### config.mk
export PLATFORM = sky130hd
export DESIGN_NAME = countdown_timer_flat
export DESIGN_NICKNAME = d
export VERILOG_FILES = /design/src/rtl/countdown_timer_if.sv /design/src/rtl/countdown_timer.sv /design/src/flat_wrapper.sv
export SDC_FILE = /design/constraint.sdc
export NUM_CORES = 1
export LEC_CHECK = 0
export CAP_MARGIN = 10
export CORE_MARGIN = 2
export CORE_UTILIZATION = 25
export CTS_BUF_LIST = sky130_fd_sc_hd__clkbuf_8
export CTS_CLUSTER_DIAMETER = 150
export DETAILED_ROUTE_END_ITERATION = 10
export MAX_ROUTING_LAYER = met4
export SYNTH_ARGS = -nofsm -noshare
export SYNTH_HDL_FRONTEND = slang
export SYNTH_SLANG_ARGS = --single-unit
export TNS_END_PERCENT = 5
### constraint.sdc
create_clock -name clock -period 3.71 [get_ports clock]
set_input_delay 0.742 -clock clock [delete_from_list [all_inputs] [get_ports clock]]
set_output_delay 0.742 -clock clock [all_outputs]
set_load 0.03 [all_outputs]
### src/rtl/countdown_timer_if.sv
// countdown_timer_if: control inputs and count/status outputs of the countdown timer
interface countdown_timer_if #(parameter int WIDTH = 7);
  logic             scaledclk;
  logic             load;
  logic [WIDTH-1:0] load_value;
  logic             start;
  logic             pause;
  logic [WIDTH-1:0] remaining;
  logic [3:0]       tens;
  logic [3:0]       ones;
  logic             running;
  logic             done;
  logic             expired;
  modport master(
    output scaledclk, load, load_value, start, pause,
    input  remaining, tens, ones, running, done, expired
  );
  modport slave(
    input  scaledclk, load, load_value, start, pause,
    output remaining, tens, ones, running, done, expired
  );
endinterface

### src/rtl/countdown_timer.sv
// countdown_timer: counts a loadable value down on scaledclk rising edges, flags expiry, shows BCD digits
module countdown_timer #(
  parameter int WIDTH     = 7,
  parameter int MAX_VALUE = 99
) (
  input logic              clock,
  input logic              reset,
  countdown_timer_if.slave bus
);
  typedef enum logic [1:0] {IDLE, RUNNING, PAUSED, DONE} state_t;
  localparam logic [WIDTH-1:0] MAXV = WIDTH'(MAX_VALUE);
  state_t           state, state_nx;
  logic             sc_q, tick, dec, exp_nx;
  logic [WIDTH-1:0] rem, rem_nx, sat, q10, r10;
  assign tick = bus.scaledclk & ~sc_q;
  assign sat  = bus.load_value > MAXV ? MAXV : bus.load_value;
  assign q10  = rem / WIDTH'(10);
  assign r10  = rem % WIDTH'(10);
  assign bus.remaining = rem;
  always_ff @(posedge clock) begin
    if (reset) begin
      state       <= IDLE;
      rem         <= '0;
      sc_q        <= 1'b0;
      bus.running <= 1'b0;
      bus.done    <= 1'b0;
      bus.expired <= 1'b0;
      bus.tens    <= '0;
      bus.ones    <= '0;
    end else begin
      state       <= state_nx;
      rem         <= rem_nx;
      sc_q        <= bus.scaledclk;
      bus.running <= state_nx == RUNNING;
      bus.done    <= state_nx == DONE;
      bus.expired <= exp_nx;
      bus.tens    <= q10[3:0];
      bus.ones    <= r10[3:0];
    end
  end
  always_comb begin
    state_nx = state;
    case (state)
      IDLE:    state_nx = (!bus.load && bus.start && rem != '0) ? RUNNING : IDLE;
      RUNNING: state_nx = bus.pause ? PAUSED : (tick && rem == WIDTH'(1)) ? DONE : RUNNING;
      PAUSED:  state_nx = bus.load ? IDLE : bus.start ? RUNNING : PAUSED;
      DONE:    state_nx = bus.load ? IDLE : DONE;
      default: state_nx = IDLE;
    endcase
  end
  // Loads are ignored only while running; pause wins over a same-cycle tick.
  always_comb begin
    dec    = state == RUNNING && !bus.pause && tick && rem != '0;
    exp_nx = dec && rem == WIDTH'(1);
    rem_nx = (bus.load && state != RUNNING) ? sat : dec ? rem - WIDTH'(1) : rem;
  end
endmodule

### src/flat_wrapper.sv
// flat-port wrapper written by rule: the top's interface ports become plain ports
module countdown_timer_flat 
#(
  parameter int WIDTH     = 7,
  parameter int MAX_VALUE = 99
)
  (clock, reset, bus_scaledclk, bus_load, bus_load_value, bus_start, bus_pause, bus_remaining, bus_tens, bus_ones, bus_running, bus_done, bus_expired);
  countdown_timer_if #(.WIDTH(WIDTH)) bus_i ();
  input logic clock;
  input logic reset;
  input wire logic [$bits(bus_i.scaledclk)-1:0] bus_scaledclk;
  input wire logic [$bits(bus_i.load)-1:0] bus_load;
  input wire logic [$bits(bus_i.load_value)-1:0] bus_load_value;
  input wire logic [$bits(bus_i.start)-1:0] bus_start;
  input wire logic [$bits(bus_i.pause)-1:0] bus_pause;
  output wire logic [$bits(bus_i.remaining)-1:0] bus_remaining;
  output wire logic [$bits(bus_i.tens)-1:0] bus_tens;
  output wire logic [$bits(bus_i.ones)-1:0] bus_ones;
  output wire logic [$bits(bus_i.running)-1:0] bus_running;
  output wire logic [$bits(bus_i.done)-1:0] bus_done;
  output wire logic [$bits(bus_i.expired)-1:0] bus_expired;
  assign bus_i.scaledclk = bus_scaledclk;
  assign bus_i.load = bus_load;
  assign bus_i.load_value = bus_load_value;
  assign bus_i.start = bus_start;
  assign bus_i.pause = bus_pause;
  assign bus_remaining = bus_i.remaining;
  assign bus_tens = bus_i.tens;
  assign bus_ones = bus_i.ones;
  assign bus_running = bus_i.running;
  assign bus_done = bus_i.done;
  assign bus_expired = bus_i.expired;
  countdown_timer #(.WIDTH(WIDTH), .MAX_VALUE(MAX_VALUE)) u_core (.clock(clock), .reset(reset), .bus(bus_i));
endmodule
==> metrics.csv, run 1 <==
metric;value;unit
status;complete, no violations;
grt ovf;0;
PD cells;360.2;nW/µm²
First-pass DRT Iterations;4;
post_cts resized;0;
CP startpoint kind;input port;
Synth Area in XOR/XNOR;2.724;%
CTS max path bufs;2;
Area Overhead vs Synth;30.16;%
max frequency;375.1;MHz
Starting DRT DRC Count;62;
nets@finish;195;
Crit. End Element;flop;
compound-gate portion of the synthesized area;21.60;%
Worst Clk Skew;4.006;ps
Worst Hold Class;reg2reg;
RSZ-0062 raised after global routing;no;
arrival time at the worst endpoint;2850;ps
Yosys top cell by area;dfxtp_1;
Post-Synth Simple-Gate Area;27.82;%
dpl ws;754.3;ps
Post-Syn Instances;151;
global-route wire length before repair;4.905;mm
Worst IR Drop VDD;0.1285;mV
post-synthesis mux area share;4.183;%
hold buffers post-CTS;0;
register area share after synthesis;32.68;%
clock latency on the worst-skew pair;260;ps
Crit Path Max Fanout;5;
Post-synth EDFFs;0;
GRT Total Usage;11.46;%
top_reg_cell synth;dfxtp_1;
Yosys top cell area share;32.68;%
Avg WL per Cell;11.35;µm
min Tclk post-route;2666;ps
Synth cell types;53;
H-Tree Depth;1;
Worst-path clk slew;80;ps
die span in y;75.73;µm
chip width;75.73;µm
final hold viol count;0;
pin count of the biggest net entering global routing;23;
Initial Utilization;25.51;%
antenna-violating nets left;0;
initial antenna violation count;0;
P_leak;0.6014;nW
WP data required;3890;ps
ratio of cells with drive above 1 in the final layout;9.659;%
Hold Path Depth;1;
max-slew violations;0;
Die ar.;5735;µm²
synthesized flop and latch total;21;
final worst slack;1044;ps
Ports;31;
CTS tree;built;
Total Wirelength;2.793;mm
Core Region;5042;µm²
Slew @ Worst Pin;704.6;ps
RePlAce Congestion;0.7722;
Ys Warns;0;
syn avg cell area;8.518;µm²
total vias in the final route;1143;
Ant. Diodes;0;
post-DP HPWL;2.042;mm
# setup viols final;0;
Post-CTS Setup Bufs;0;
post-synthesis adder-cell area fraction;4.864;%
synthesized cell area;1286;µm²
FFs w/ async S/R, synth;0;%
largest family of logic cells by synthesized area;simple AND/OR/NAND/NOR gates;
top post-synthesis cells by area;dfxtp_1 33%, nor2_1 5.8%, ha_1 4.9%, a21oi_1 4.3%, nand2_1 2.9%;
final worst-path cycle share;71.86;%
Rel. slew slack;52.96;%
Root Buffer;clkbuf_8;
number of cell rows;26;
Clock Sinks;21;
vias per cell;4.646;
FF-to-FF path depth;6;
number of port buffers;30;
total negative slack;0;ps
Syn Nets;169;
DRC Markers;0;
max-cap violations;0;
CTS Buf Count;3;
crit path kind;in2reg;
number of global-route vias before repair;1068;
path summary, 6_finish.rpt:
check,startpoint,to,slack (ps)
max,bus_scaledclk,u_core.bus.remaining[4],1040
min,u_core.state[1],u_core.state[0],560
max reg2reg,u_core.bus.remaining[2],u_core.bus.remaining[4],1440
min reg2reg,u_core.state[1],u_core.state[0],560
through the flow:
stage                     instances  hold WS [ps]  area, µm²  util, %  total power, mW
after global routing            246         601.7       1674    33.20           0.6443
after global placement          242         548.8       1625    32.23           0.4526
after floorplan                 151         495.7       1286        -           0.3939
after detailed placement        242         544.8       1625    32.23           0.4530
after CTS                       246         560.6       1674    33.20           0.6125
final                           246         557.5       1674    33.20           0.6030
routing by layer:
metal,GRT usage [%],vias to the layer above,part of all wire (%)
met1,14.90,526,49
met4,5.848,0,2.0
met5,-,-,0
li1,-,587,-
met3,0.7937,4,3.5
met2,17.87,26,45
sequential cells by signal, indices dropped and copies added (netlist names):
name                  flops
u_core.bus.remaining      7
u_core.bus.ones           4
u_core.bus.tens           4
u_core.state              2
u_core.bus.done           1
u_core.bus.expired        1
u_core.bus.running        1
u_core.sc_q               1
cells in the mapped netlist, types with 3 or more instances:
cell type,number
a221oi_1,3
inv_1,6
buf_2,3
nor2b_1,6
nand2b_1,5
nor3_1,3
xnor2_1,3
clkbuf_1,4
nor2_1,20
nand2_1,10
ha_1,5
mux2_1,3
a21oi_1,11
dfxtp_1,21
cell families after synthesis:
logic type               Yosys count
AND/OR/NAND/NOR                   64
AO/OA/AOI/OAI                     36
flip-flops                        21
buffers and inverters             16
multiplexers                       5
adder cells (fa/ha/maj)            5
XOR/XNOR                           4
power by group:
group          switching (mW)  internal (mW)  leakage (nW)
logic                  0.0971         0.0843         0.407
clock network          0.0806         0.0759        0.0217
registers              0.0228          0.242         0.173
total                   0.200          0.403         0.601
cells in the final DEF (no fill, tap or decap), types with 2 or more instances in the layout:
cell type and n:
a211oi_1 2, a21oi_1 11, a221oi_1 3, a31oi_1 2, and2_1 2, clkbuf_8 3
clkdlybuf4s50_1 30, dfxtp_1 21, ha_1 5, inv_1 6, mux2_1 3, mux2i_1 2
nand2_1 10, nand2b_1 5, nand4b_1 2, nor2_1 20, nor2b_1 6, nor3_1 3
o211ai_1 2, o21ai_0 2, or3_1 2, xnor2_1 3
critical path, cell delays in order:
cell and delay [ps]:
clkdlybuf4s50_1 480, or3b_1 410, a311oi_4 420, nand2_2 140, nor3_2 130, mux2_1 340, nor3_1 190
area by class of cell:
class	count	area [µm²]
multi-input cells	114	787.0
fillers	529	3368
flip-flops and latches	21	420.4
inverters	6	22.52
clock buffers	3	41.29
clock inverters	1	7.507
well taps	70	87.58
repair buffers	31	307.8
No activity file was read; power rests on OpenSTA's default activity.
==> inputs of run 2 (changes only) <==
==> constraint.sdc (replaced) <==
create_clock -name clock -period 2.5 [get_ports clock]
set_input_delay 0.5 -clock clock [delete_from_list [all_inputs] [get_ports clock]]
set_output_delay 0.5 -clock clock [all_outputs]
set_load 0.03 [all_outputs]
==> metrics.csv, run 2 (same netlist as run 1, synthesis figures left out) <==
metric;value;unit
status;complete, no violations;
CTS Buf Count;3;
vias per cell;4.510;
min Tclk post-route;2377;ps
Die ar.;5735;µm²
PD cells;516.2;nW/µm²
Post-CTS Setup Bufs;0;
Top delay family on crit path;buffers and inverters;
RePlAce Congestion;0.7570;
Tot Pwr;0.8894;mW
H-Tree Depth;1;
global-route wire length before repair;4.533;mm
ratio of cells with drive above 1 in the final layout;12.57;%
Worst IR Drop VDD;0.2283;mV
Fin Hold WS;549.0;ps
hold buffers post-CTS;0;
Hold Path Origin;u_core.state[1];
crit path kind;reg2out;
final worst-path cycle share;95.09;%
Critical Path Slowest Stage Cell;clkdlybuf4s50_1;
Worst Setup SP;u_core.bus.remaining[2];
Slew @ Worst Pin;730.3;ps
Clock Sinks;21;
arrival time at the worst endpoint;1880;ps
CP max stage delay;810;ps
CP Buf/Inv Count;1;
Ant. Diodes;0;
Util after Layout;34.17;%
CTS tree;built;
Worst Clk Skew;14.94;ps
final hold viol count;0;
chip width;75.73;µm
RSZ-0062 raised after global routing;no;
pin count of the biggest net entering global routing;22;
Total Wirelength;2.807;mm
number of port buffers;30;
Crit. End Element;output pin;
P_leak;0.6413;nW
Worst Hold Class;reg2reg;
nets@finish;202;
max-cap violations;0;
max frequency;420.6;MHz
WP data required;2000;ps
die span in y;75.73;µm
First-pass DRT Iterations;4;
number of cell rows;26;
Largest register FFs;7;
Area Overhead vs Synth;33.95;%
number of global-route vias before repair;1028;
Crit Path Max Fanout;20;
# setup viols final;0;
antenna-violating nets left;0;
max-slew violations;0;
Root Buffer;clkbuf_8;
DRC Markers;0;
Ports;31;
grt ovf;0;
CTS max path bufs;2;
post-DP HPWL;2.136;mm
R2R Path Start;u_core.bus.remaining[6];
Worst-path clk slew;80;ps
most frequent cells in the layout;30 x clkdlybuf4s50_1, 21 x dfxtp_1, 20 x nor2_1;
post_cts resized;0;
GRT Total Usage;10.53;%
Starting DRT DRC Count;52;
R2R setup slack;250;ps
CP startpoint kind;flop;
clock latency on the worst-skew pair;270;ps
Initial Utilization;25.51;%
Avg WL per Cell;11.09;µm
initial antenna violation count;0;
Rel. slew slack;51.25;%
total vias in the final route;1141;
commonest non-fill, non-tap cell in the layout;clkdlybuf4s50_1;
Core Region;5042;µm²
critical-path cell list;clkdlybuf4s50_1;
run 2: changes by cell type in the layout (fill, tap and decap cells not counted), sizes merged:
cell / change
buf: +7
clkinvlp: -1
inv: +1
run 2: layout make-up:
type	count	area [µm²]
inverter	6	22.52
multi-input combinational	114	787.0
clock inverter	1	3.754
sequential	21	420.4
tap	70	87.58
clock buffer	3	41.29
timing repair buffer	38	360.3
fill	529	3319
run 2: where the power goes:
part	internal, mW	switching [mW]
registers	0.360	0.0239
clock network	0.109	0.109
logic	0.132	0.155
run 2: path summary, 6_finish.rpt:
kind	end	cells past startpoint
hold reg to reg	u_core.state[0]	1
hold / removal	u_core.state[0]	1
setup / recovery	bus_remaining[2]	1
setup reg to reg	u_core.bus.ones[2]	8
run 2: per-stage QoR:
stage / std cells / setup WS, ps / TNS, ps / instance area [µm²]
after CTS: 253 / 119.4 / 0 / 1723
after global routing: 253 / 49.63 / 0 / 1723
after detailed placement: 249 / -36.13 / -36.13 / 1678
after floorplan: 151 / 287.6 / 0 / 1286
after global placement: 249 / 37.69 / 0 / 1678
final: 253 / 122.7 / 0 / 1723
run 2: metal layers:
metal / share of wire [%] / track usage (%)
met4: 1.3 / 3.509
met3: 4.2 / 2.778
met5: 0 / -
met2: 44 / 16.62
met1: 50 / 13.05
